--- src/rtl/clint_if.sv ---
// ---------------------------------------------------------------------------
// clint_if -- register bus between a bus master and the CLINT.
//   Single-outstanding request/response:
//     bus_clint_req    master->slave  1   request pulse
//     bus_clint_we     master->slave  1   1 = write, 0 = read
//     bus_clint_addr   master->slave  16  byte offset, word aligned
//     bus_clint_wdata  master->slave  32  write data
//     clint_bus_ack    slave->master  1   completion pulse
//     clint_bus_rdata  slave->master  32  read data (valid with ack)
//     clint_bus_err    slave->master  1   error flag (valid with ack)
// ---------------------------------------------------------------------------
interface clint_if;
  logic        bus_clint_req;
  logic        bus_clint_we;
  logic [15:0] bus_clint_addr;
  logic [31:0] bus_clint_wdata;
  logic        clint_bus_ack;
  logic [31:0] clint_bus_rdata;
  logic        clint_bus_err;

  modport master (
    output bus_clint_req, bus_clint_we, bus_clint_addr, bus_clint_wdata,
    input  clint_bus_ack, clint_bus_rdata, clint_bus_err
  );

  modport slave (
    input  bus_clint_req, bus_clint_we, bus_clint_addr, bus_clint_wdata,
    output clint_bus_ack, clint_bus_rdata, clint_bus_err
  );
endinterface

--- src/rtl/clint.sv ---
// ---------------------------------------------------------------------------
// clint -- core-local interruptor.
//   64-bit mtime/mtimecmp timer and MSIP software-interrupt bit behind a
//   single-outstanding register bus. Drives timer/software interrupt request
//   levels and consumes per-source acks.
// Ports:
//   clk                         core clock
//   rst                         asynchronous active-low reset
//   bus                         register bus (clint_if.slave)
//   all_intif_int_timer_req     level: mtime >= mtimecmp (registered)
//   all_intif_int_software_req  level: MSIP bit
//   intif_all_int_timer_ack     timer interrupt taken (no state effect)
//   intif_all_int_software_ack  software interrupt taken (clears MSIP when
//                               AUTO_CLEAR_MSIP=1)
// Register map: 0x0000 MSIP, 0x4000/0x4004 MTIMECMP lo/hi,
//               0xBFF8/0xBFFC MTIME lo/hi; anything else -> err.
// ---------------------------------------------------------------------------
module clint #(
  parameter int unsigned TICK_DIV        = 1,
  parameter bit          AUTO_CLEAR_MSIP = 1'b1
) (
  input  logic     clk,
  input  logic     rst,
  clint_if.slave   bus,
  output logic     all_intif_int_timer_req,
  output logic     all_intif_int_software_req,
  input  logic     intif_all_int_timer_ack,
  input  logic     intif_all_int_software_ack
);

  localparam int unsigned PW = (TICK_DIV > 1) ? $clog2(TICK_DIV) : 1;
  localparam logic [PW-1:0] PRESC_MAX = PW'(TICK_DIV - 1);

  localparam logic [15:0] ADDR_MSIP       = 16'h0000;
  localparam logic [15:0] ADDR_MTIMECMP_L = 16'h4000;
  localparam logic [15:0] ADDR_MTIMECMP_H = 16'h4004;
  localparam logic [15:0] ADDR_MTIME_L    = 16'hBFF8;
  localparam logic [15:0] ADDR_MTIME_H    = 16'hBFFC;

  typedef enum logic {
    S_IDLE,
    S_RESP
  } bus_state_t;

  bus_state_t    state, state_next;

  logic [63:0]   mtime;
  logic [63:0]   mtimecmp;
  logic          msip;
  logic [PW-1:0] presc;
  logic          tick;
  logic          timer_req_q;

  logic [31:0]   rdata_q;
  logic          err_q;

  logic          accept;
  logic [31:0]   rd_data;
  logic          rd_err;
  logic          wr_ok;
  logic          we_msip;
  logic          we_cmp_lo;
  logic          we_cmp_hi;
  logic          we_time_lo;
  logic          we_time_hi;

  // Timer acks are informational only; the request clears via register writes.
  logic          unused_timer_ack;
  assign unused_timer_ack = intif_all_int_timer_ack;

  // ---------------------------------------------------------------- bus FSM
  always_ff @(posedge clk or negedge rst) begin
    if (!rst) begin
      state <= S_IDLE;
    end else begin
      state <= state_next;
    end
  end

  always_comb begin
    state_next = state;
    accept     = 1'b0;
    case (state)
      S_IDLE: begin
        if (bus.bus_clint_req) begin
          accept     = 1'b1;
          state_next = S_RESP;
        end
      end
      S_RESP: begin
        // Requests arriving here are dropped, not queued.
        state_next = S_IDLE;
      end
      default: state_next = S_IDLE;
    endcase
  end

  // ---------------------------------------------------------- address decode
  always_comb begin
    rd_data = '0;
    rd_err  = 1'b0;
    case (bus.bus_clint_addr)
      ADDR_MSIP:       rd_data = {31'b0, msip};
      ADDR_MTIMECMP_L: rd_data = mtimecmp[31:0];
      ADDR_MTIMECMP_H: rd_data = mtimecmp[63:32];
      ADDR_MTIME_L:    rd_data = mtime[31:0];
      ADDR_MTIME_H:    rd_data = mtime[63:32];
      default:         rd_err  = 1'b1;
    endcase
  end

  always_comb begin
    wr_ok      = accept && bus.bus_clint_we && !rd_err;
    we_msip    = wr_ok && (bus.bus_clint_addr == ADDR_MSIP);
    we_cmp_lo  = wr_ok && (bus.bus_clint_addr == ADDR_MTIMECMP_L);
    we_cmp_hi  = wr_ok && (bus.bus_clint_addr == ADDR_MTIMECMP_H);
    we_time_lo = wr_ok && (bus.bus_clint_addr == ADDR_MTIME_L);
    we_time_hi = wr_ok && (bus.bus_clint_addr == ADDR_MTIME_H);
  end

  // Response is captured from the request-cycle state and shown in RESP.
  always_ff @(posedge clk or negedge rst) begin
    if (!rst) begin
      rdata_q <= '0;
      err_q   <= 1'b0;
    end else begin
      rdata_q <= (accept && !bus.bus_clint_we && !rd_err) ? rd_data : '0;
      err_q   <= accept && rd_err;
    end
  end

  assign bus.clint_bus_ack   = (state == S_RESP);
  assign bus.clint_bus_rdata = rdata_q;
  assign bus.clint_bus_err   = err_q;

  // ------------------------------------------------------------------ timer
  assign tick = (presc == PRESC_MAX);

  always_ff @(posedge clk or negedge rst) begin
    if (!rst) begin
      presc <= '0;
    end else if (tick) begin
      presc <= '0;
    end else begin
      presc <= presc + 1'b1;
    end
  end

  // A write to either half suppresses that cycle's increment; the other
  // half keeps its pre-edge value.
  always_ff @(posedge clk or negedge rst) begin
    if (!rst) begin
      mtime <= '0;
    end else if (we_time_lo) begin
      mtime <= {mtime[63:32], bus.bus_clint_wdata};
    end else if (we_time_hi) begin
      mtime <= {bus.bus_clint_wdata, mtime[31:0]};
    end else if (tick) begin
      mtime <= mtime + 64'd1;
    end
  end

  always_ff @(posedge clk or negedge rst) begin
    if (!rst) begin
      mtimecmp <= '1;
    end else if (we_cmp_lo) begin
      mtimecmp <= {mtimecmp[63:32], bus.bus_clint_wdata};
    end else if (we_cmp_hi) begin
      mtimecmp <= {bus.bus_clint_wdata, mtimecmp[31:0]};
    end
  end

  always_ff @(posedge clk or negedge rst) begin
    if (!rst) begin
      timer_req_q <= 1'b0;
    end else begin
      timer_req_q <= (mtime >= mtimecmp);
    end
  end

  assign all_intif_int_timer_req = timer_req_q;

  // ------------------------------------------------------------------- MSIP
  // A bus write in the same cycle as the ack takes priority.
  always_ff @(posedge clk or negedge rst) begin
    if (!rst) begin
      msip <= 1'b0;
    end else if (we_msip) begin
      msip <= bus.bus_clint_wdata[0];
    end else if (AUTO_CLEAR_MSIP && intif_all_int_software_ack) begin
      msip <= 1'b0;
    end
  end

  assign all_intif_int_software_req = msip;

endmodule

--- src/flat_wrapper.sv ---
// flat-port wrapper written by rule: the top's interface ports become plain ports
module clint_flat 
#(
  parameter int unsigned TICK_DIV        = 1,
  parameter bit          AUTO_CLEAR_MSIP = 1'b1
)
  (clk, rst, all_intif_int_timer_req, all_intif_int_software_req, intif_all_int_timer_ack, intif_all_int_software_ack, bus_bus_clint_req, bus_bus_clint_we, bus_bus_clint_addr, bus_bus_clint_wdata, bus_clint_bus_ack, bus_clint_bus_rdata, bus_clint_bus_err);
  clint_if bus_i ();
  input  logic clk;
  input  logic rst;
  output logic all_intif_int_timer_req;
  output logic all_intif_int_software_req;
  input  logic intif_all_int_timer_ack;
  input  logic intif_all_int_software_ack;
  input wire logic [$bits(bus_i.bus_clint_req)-1:0] bus_bus_clint_req;
  input wire logic [$bits(bus_i.bus_clint_we)-1:0] bus_bus_clint_we;
  input wire logic [$bits(bus_i.bus_clint_addr)-1:0] bus_bus_clint_addr;
  input wire logic [$bits(bus_i.bus_clint_wdata)-1:0] bus_bus_clint_wdata;
  output wire logic [$bits(bus_i.clint_bus_ack)-1:0] bus_clint_bus_ack;
  output wire logic [$bits(bus_i.clint_bus_rdata)-1:0] bus_clint_bus_rdata;
  output wire logic [$bits(bus_i.clint_bus_err)-1:0] bus_clint_bus_err;
  assign bus_i.bus_clint_req = bus_bus_clint_req;
  assign bus_i.bus_clint_we = bus_bus_clint_we;
  assign bus_i.bus_clint_addr = bus_bus_clint_addr;
  assign bus_i.bus_clint_wdata = bus_bus_clint_wdata;
  assign bus_clint_bus_ack = bus_i.clint_bus_ack;
  assign bus_clint_bus_rdata = bus_i.clint_bus_rdata;
  assign bus_clint_bus_err = bus_i.clint_bus_err;
  clint #(.TICK_DIV(TICK_DIV), .AUTO_CLEAR_MSIP(AUTO_CLEAR_MSIP)) u_core (.clk(clk), .rst(rst), .bus(bus_i), .all_intif_int_timer_req(all_intif_int_timer_req), .all_intif_int_software_req(all_intif_int_software_req), .intif_all_int_timer_ack(intif_all_int_timer_ack), .intif_all_int_software_ack(intif_all_int_software_ack));
endmodule
--- config.mk ---
export PLATFORM = sky130hd
export DESIGN_NAME = clint_flat
export DESIGN_NICKNAME = d
export VERILOG_FILES = /design/src/rtl/clint_if.sv /design/src/rtl/clint.sv /design/src/flat_wrapper.sv
export SDC_FILE = /design/constraint.sdc
export NUM_CORES = 1
export LEC_CHECK = 0
export ABC_AREA = 0
export CAP_MARGIN = 20
export CORE_AREA = 2 2 152 154
export DETAILED_ROUTE_END_ITERATION = 10
export DIE_AREA = 0 0 154 156
export GPL_TIMING_DRIVEN = 0
export PLACE_DENSITY = 0.67
export SLEW_MARGIN = 20
export SYNTH_ARGS = -nofsm -noshare
export SYNTH_HDL_FRONTEND = slang
export SYNTH_SLANG_ARGS = --single-unit
export TNS_END_PERCENT = 100
--- constraint.sdc ---
create_clock -name clk -period 2.22 [get_ports clk]
set_input_delay 0.222 -clock clk [delete_from_list [all_inputs] [get_ports clk]]
set_output_delay 0.222 -clock clk [all_outputs]
set_load 0.02 [all_outputs]
# ---- After elaboration in Yosys (flattened, before gate mapping)
# Cells that the tools add are included.
dict set report op_classes {
  addsub 2
  order_cmp 1
  eq_ne 7
  mux 13
  n_bitwise 3
  n_reduce_logical 17
}
# operator n
set op_table {}
lappend op_table {{one-hot mux 32 bit (5 select lines)} 1}
lappend op_table {{2-to-1 mux 64 bit} 2}
lappend op_table {{2-to-1 mux 32 bit} 3}
lappend op_table {{adder 64 x 1 -> 64 bit, second input constant} 1}
lappend op_table {{>= comparator 64 bit} 1}
lappend op_table {{== test 16 x 15 -> 1 bit, second input constant} 2}
lappend op_table {{== test 16 bit, second input constant} 2}
lappend op_table {{zero test 16 bit} 1}
lappend op_table {{logical AND 1 bit} 10}
lappend op_table {{2-to-1 mux 1 bit} 6}
lappend op_table {{AND reduction 2 bit} 3}
lappend op_table {{OR reduction 5 bit} 1}
lappend op_table {{inequality test 2 bit, second input constant} 2}
lappend op_table {{NOT 1 bit} 3}
lappend op_table {{inequality test 2 x 1 -> 1 bit, second input constant} 1}
lappend op_table {{one-hot mux 1 bit (2 select lines)} 1}
lappend op_table {{nonzero test 2 bit} 1}
lappend op_table {{adder 1 bit, second input constant} 1}
lappend op_table {{zero test 1 bit} 1}
dict set report word_totals {
  register_bits 165
  in_bits 54
  output_inout_bits 36
  word_cells 53
}

# ---- Logic depth before layout (Yosys ltp)
dict set report logic_depth {
  depth_word 7
  depth_mapped 10
  mapped_depth_nobuf 8
}

# ---- Least setup slack after synthesis
# No wires, ideal clock.
dict set report synth_timing {
  kind {reg-to-reg}
  from {register u_core.mtime[17]}
  to {register u_core.mtime[58]}
  setup_time_ps 119
  t_arrival_ps 2030
  t_required_ps 2101
  path_slack_ps 72
  stages_incl_launch_ff 7
  path_buffers 0
  period_less_slack_ps 2148
  path_cell_list {dfrtp_1 > nand4_4 > nor4_4 > nand3_2 > or4b_4 > o22a_1 > o21a_1}
}
dict set report synth_between {
  elab_chain_cells 3
}
# element line
set synth_rtl {}
lappend synth_rtl {{start, declared} clint.sv:47} ;# logic [63:0] mtime;
lappend synth_rtl {{start signal, assigned} clint.sv:155} ;# mtime <= {mtime[63:32], bus.bus_clint_wdata};
lappend synth_rtl {{start signal, assigned} clint.sv:157} ;# mtime <= {bus.bus_clint_wdata, mtime[31:0]};
lappend synth_rtl {{start signal, assigned} clint.sv:159} ;# mtime <= mtime + 64'd1;
lappend synth_rtl {{adder 64 x 1 -> 64 bit} clint.sv:159}
lappend synth_rtl {{2-to-1 mux 64 bit} clint.sv:158} ;# end else if (tick) begin
lappend synth_rtl {{2-to-1 mux 64 bit} clint.sv:156} ;# end else if (we_time_hi) begin
# No other way between the ends. The select of a mux whose other input is x is not followed.
# A chain may end at the register's enable or synchronous reset.

# ---- Final worst setup path
dict set report layout_timing {
  from {register u_core.mtimecmp[62]}
  to {register u_core.timer_req_q, in the netlist u_core.all_intif_int_timer_req}
}
dict set report layout_between {
  elab_chain_cells 1
}
# element line
set layout_rtl {}
lappend layout_rtl {{start, declared} clint.sv:48} ;# logic [63:0] mtimecmp;
lappend layout_rtl {{start signal, assigned} clint.sv:167} ;# mtimecmp <= {mtimecmp[63:32], bus.bus_clint_wdata};
lappend layout_rtl {{start signal, assigned} clint.sv:169} ;# mtimecmp <= {bus.bus_clint_wdata, mtimecmp[31:0]};
lappend layout_rtl {{>= comparator 64 bit} clint.sv:177} ;# timer_req_q <= (mtime >= mtimecmp);
lappend layout_rtl {{end signal, assigned} clint.sv:177}
lappend layout_rtl {{end, declared} clint.sv:52} ;# logic timer_req_q;
# No other way between the ends.

==> results.md <==
- Dividing the detail-routed via count by the number of cells gives around 6.3.
- The number of maximum-capacitance constraint violations is 0.
- The via count of the first global-routing pass is 9388.
- The final count of hold timing violations is 0.
- The critical path goes through inv_1, ha_4, nand4_1, or4_4, nor2_4, nand4_1, o221ai_2, a211o_1.
- The number of H-tree levels is 4.
- The fraction of layout instances using a drive strength above 1 is between 20 and 30%.
- After detailed routing, the average wire length per cell comes to 22.7 um.
- In the synthesized netlist the dominant register cell turns out to be dfrtp_1.
- The library cell contributing the largest single delay on the critical path is or4_4.
- In this run the vertical extent of the chip is ~160 um.
- The layout net count is roughly 1400.
- The count of mapped cells out of synthesis is between 1000 and 1500.
- For this run, the share of the core covered by cells in the final layout is 58.0%.
- The pin count of the biggest net entering global routing is 60.
- The weighted congestion at the end of routability-driven global placement is 0.981.
- The synthesized netlist contains 62 unique library cells.
- The region available for standard cell placement spans 22400 um^2.
- Grouping stages by cell kind, the critical path spends the most delay in simple AND/OR/NAND/NOR gates.
- The worst clock skew is 0.00947 ns.
- The checks that failed: negative setup slack.
- Together, buffers and inverters on the worst path number 1.
- The post-layout instance count excluding filler cells is 1538.
- The maximum ir drop on the vdd rail is 0.417 mV.
- The remaining max-slew budget at the tightest pin is 49.4%.
- The total nets after synthesis is approximately 1200.
- The HPWL after detailed placement is 24300 um.
- The number of enable flip-flop cells after synthesis is 0.
- Setup repair after global routing could not meet its margin everywhere.
- The number of antenna repair diodes is 0.
- The path class of the tightest hold or removal check is in -> reg.
- In the final layout, flip-flops and latches occupy 4210 um^2.
- On the worst path, the slowest cell contributes a delay of 0.63 ns.
- Including well taps, the total number of placed cells is 1439.
- Summing all placed instances gives a cell area of 11200 um^2.
- The clock transition at the registers of the reported paths is about 0.070 ns.
- Row generation in the floorplan step produced 55 rows.
- The worst setup path is captured at a flop.
- The post-synthesis register bit count is around 160.
- For the worst-skew pair, the clock arrives at the later sink with an insertion delay of 0.44 ns.
- The initial antenna violation count is 0.
- The tree is rooted in a clkbuf_16.
- The run finished, with violations left.
- The worst slack at placement is -1.31 ns.
- CTS saw about 160 sinks.
- The first global-routing pass estimated 53600 um of wire.
- In this run the count of I/O pins placed on the die edge is 90.
- The sequential cell area fraction in the yosys report is 42.1%.
- On the final layout, the worst hold slack is 0.241 ns.
- In this run the remaining antenna-violating nets after routing total 0.
- The post-synthesis instance area is ~9900 um^2.
- The count of buffers from port buffering is ~90.
- For this design the static power due to leakage is 5.50 nW.
- The synthesis-to-finish area growth is 30.7%.
- The final cycle utilization of the critical path is 110%.
- The total vias in the final route is 9650.
- The type of the worst setup path is reg -> reg.
- STA puts the critical path data required time at roughly 2.6 ns.
- The number of max-slew violations in the final report came to 0.
- The peak fanout along the critical path is 2.
- The post-route DRC violation count is 0.
- The deepest clock path buffer count is 2.
- STA classifies the critical path startpoint as a flop.
- Derived from the worst setup path, the maximum achievable clock frequency is 409 MHz.
- After synthesis, the share of flip-flops with an asynchronous set or reset is 100%.
- The filler cell count is 1928.
- The TritonCTS clock tree is built.
- Wires add up to around 35000 um.
- The synthesized design spends more area on one cell type than any other, namely dfrtp_1.
- By instance count, the cell type seen most on the critical path is nand4_1.
- A synthesized cell averages 9.33 um^2.
- The x dimension of the die is approximately 150 um.
- The worst path setup slack after routing is -0.225 ns.
- The total die area is 24000 um^2.
- For this run, the total global-route usage over all layers was measured as 29.1%.
- Yosys printed 0 warnings.
- The initial utilization of the core area, before any placement, comes to 44.4%.
- Data on the critical path arrives at its endpoint at 2.82 ns.
- The violation count after the first detailed-route iteration is 1025.
- By area the synthesized netlist is led by dfrtp_1 25%, dfstp_2 17%, ha_1 8.2%.
- Power spread over the standard cell area amounts to 510 nW/um^2.
- The synthesized design devotes to its leading area cell type 25.2% of total area.
- The first-pass iteration count of the detailed router is 7.
- The minimum clock period after layout is 2.44 ns.
- The total setup violations reported at the end of the flow is 4.
- In this run, CTS created clock tree buffers numbering 17.
- After routing the design area is 13000 um^2.
- In the final layout, the multi-input gates occupy between 5000 and 6000 um^2.
- The transition at the pin with the smallest max-transition slack is 0.758 ns.
- Summed over all layers, the global routing overflow is 0.
[cells in the mapped netlist (5+ instances only)]
cell type,number
nor2_1,107
and4_1,5
clkbuf_1,38
nand3_1,41
buf_2,6
o21a_1,5
nor4_1,11
o21ai_0,61
ha_1,65
a222oi_1,32
nor4_2,5
dfrtp_1,100
dfstp_2,64
or4_1,5
o31ai_1,8
a311oi_1,5
mux2_2,58
and3_1,9
a21o_1,13
a211oi_1,20
nand2_1,103
o221a_2,6
buf_1,5
nand2b_1,5
and2_1,5
nor3_1,28
o22ai_1,9
inv_1,76
a21oi_1,64
nand4_1,35
o211ai_1,8
[sequential cells by signal, summed over array words and instances, names as in the netlist]
| register | cells |
|---|---|
| u_core.mtimecmp | 64 |
| u_core.bus.clint_bus_err | 1 |
| u_core.mtime | 64 |
| u_core.all_intif_int_timer_req | 1 |
| u_core.bus.clint_bus_rdata | 32 |
| u_core.all_intif_int_software_req | 1 |
| u_core.bus.clint_bus_ack | 1 |
[metal layers]
metal  global-route usage (%)  vias to the layer above  share of wire (%)
met5                        0                        -                  0
met4                     14.0                        0                4.7
met3                     6.39                      110                7.9
met2                     46.9                      510                 47
met1                     37.3                     4701                 41
li1                         -                     4329                  -
[logic make-up after synthesis]
kind of cell               count (synthesis)  synth area share, %
and+or+nand+nor                          388                 19.9
AOI/OAI and AO/OA                        257                 17.7
DFF                                      164                 42.1
buffers and inverters                    127                 4.95
adders and majority gates                 65                 8.19
muxes                                     62                 6.98
xor gates and xnor gates                   1               0.0882
[layout make-up]
class	count	area share (%)
sequential	164	32.4
tap	285	2.75
inverter	76	2.20
timing repair buffer	160	11.5
multi-input combinational	774	44.3
clock buffer	23	3.84
clock inverter	9	0.887
buffer	47	2.13
[stage by stage]
| stage | setup TNS, ns | power (mW) |
|---|---|---|
| detailed placement | -132.52 | 3.49 |
| CTS | -0.176 | 6.62 |
| finish | -0.359 | 6.62 |
| global placement | -985.03 | 3.47 |
| global route | -0.781 | 6.81 |
| floorplan | 0 | 3.23 |
[what timing repair did]
action | 4_1_cts | 5_1_grt
buffers inserted | 34 | 35
resized for setup | 98 | 76
setup endpoints to repair | 157 | 142
hold buffers | 1 | 0
pin swaps | 29 | 30
hold endpoints to repair | 33 | 0
gates cloned | 0 | 1
[path summary, 6_finish.rpt]
path | from | endpoint | slack (ns) | depth (start not counted)
max in group asynchronous | rst | u_core.mtimecmp[34] | 0.92 | 4
max | u_core.mtimecmp[62] | u_core.all_intif_int_timer_req | -0.22 | 8
min reg2reg | u_core.mtimecmp[54] | u_core.mtimecmp[54] | 0.49 | 2
max reg2reg | u_core.mtimecmp[62] | u_core.all_intif_int_timer_req | -0.22 | 8
min | bus_bus_clint_addr[14] | u_core.all_intif_int_software_req | 0.24 | 3
min in group asynchronous | rst | u_core.bus.clint_bus_rdata[30] | 0.30 | 2
[tightest hold or removal path: cells and delay by family]
| family | cells | cell delay, ns |
|---|---|---|
| compound gates | 1 | 0.17 |
| buf+inv | 1 | 0.16 |
| simple gates | 1 | 0.10 |
[power breakdown]
part | total, mW | internal [mW] | switching, mW
Combinational | 0.405 | 0.180 | 0.226
Sequential | 3.08 | 3.03 | 0.0555
Clock | 3.13 | 1.82 | 1.31
[placed cells by master (no fill, tap or decap), drive strengths merged, types with 13 or more instances in the layout]
| cell | count |
|---|---|
| a211oi | 20 |
| a21o | 13 |
| a21oi | 64 |
| a222oi | 32 |
| buf | 89 |
| clkbuf | 53 |
| clkdlybuf4s50 | 86 |
| dfrtp | 100 |
| dfstp | 64 |
| ha | 65 |
| inv | 79 |
| mux2 | 58 |
| nand2 | 103 |
| nand3 | 46 |
| nand4 | 37 |
| nor2 | 107 |
| nor3 | 31 |
| nor4 | 18 |
| o21ai | 61 |
Power figures use the tool's default switching activity.
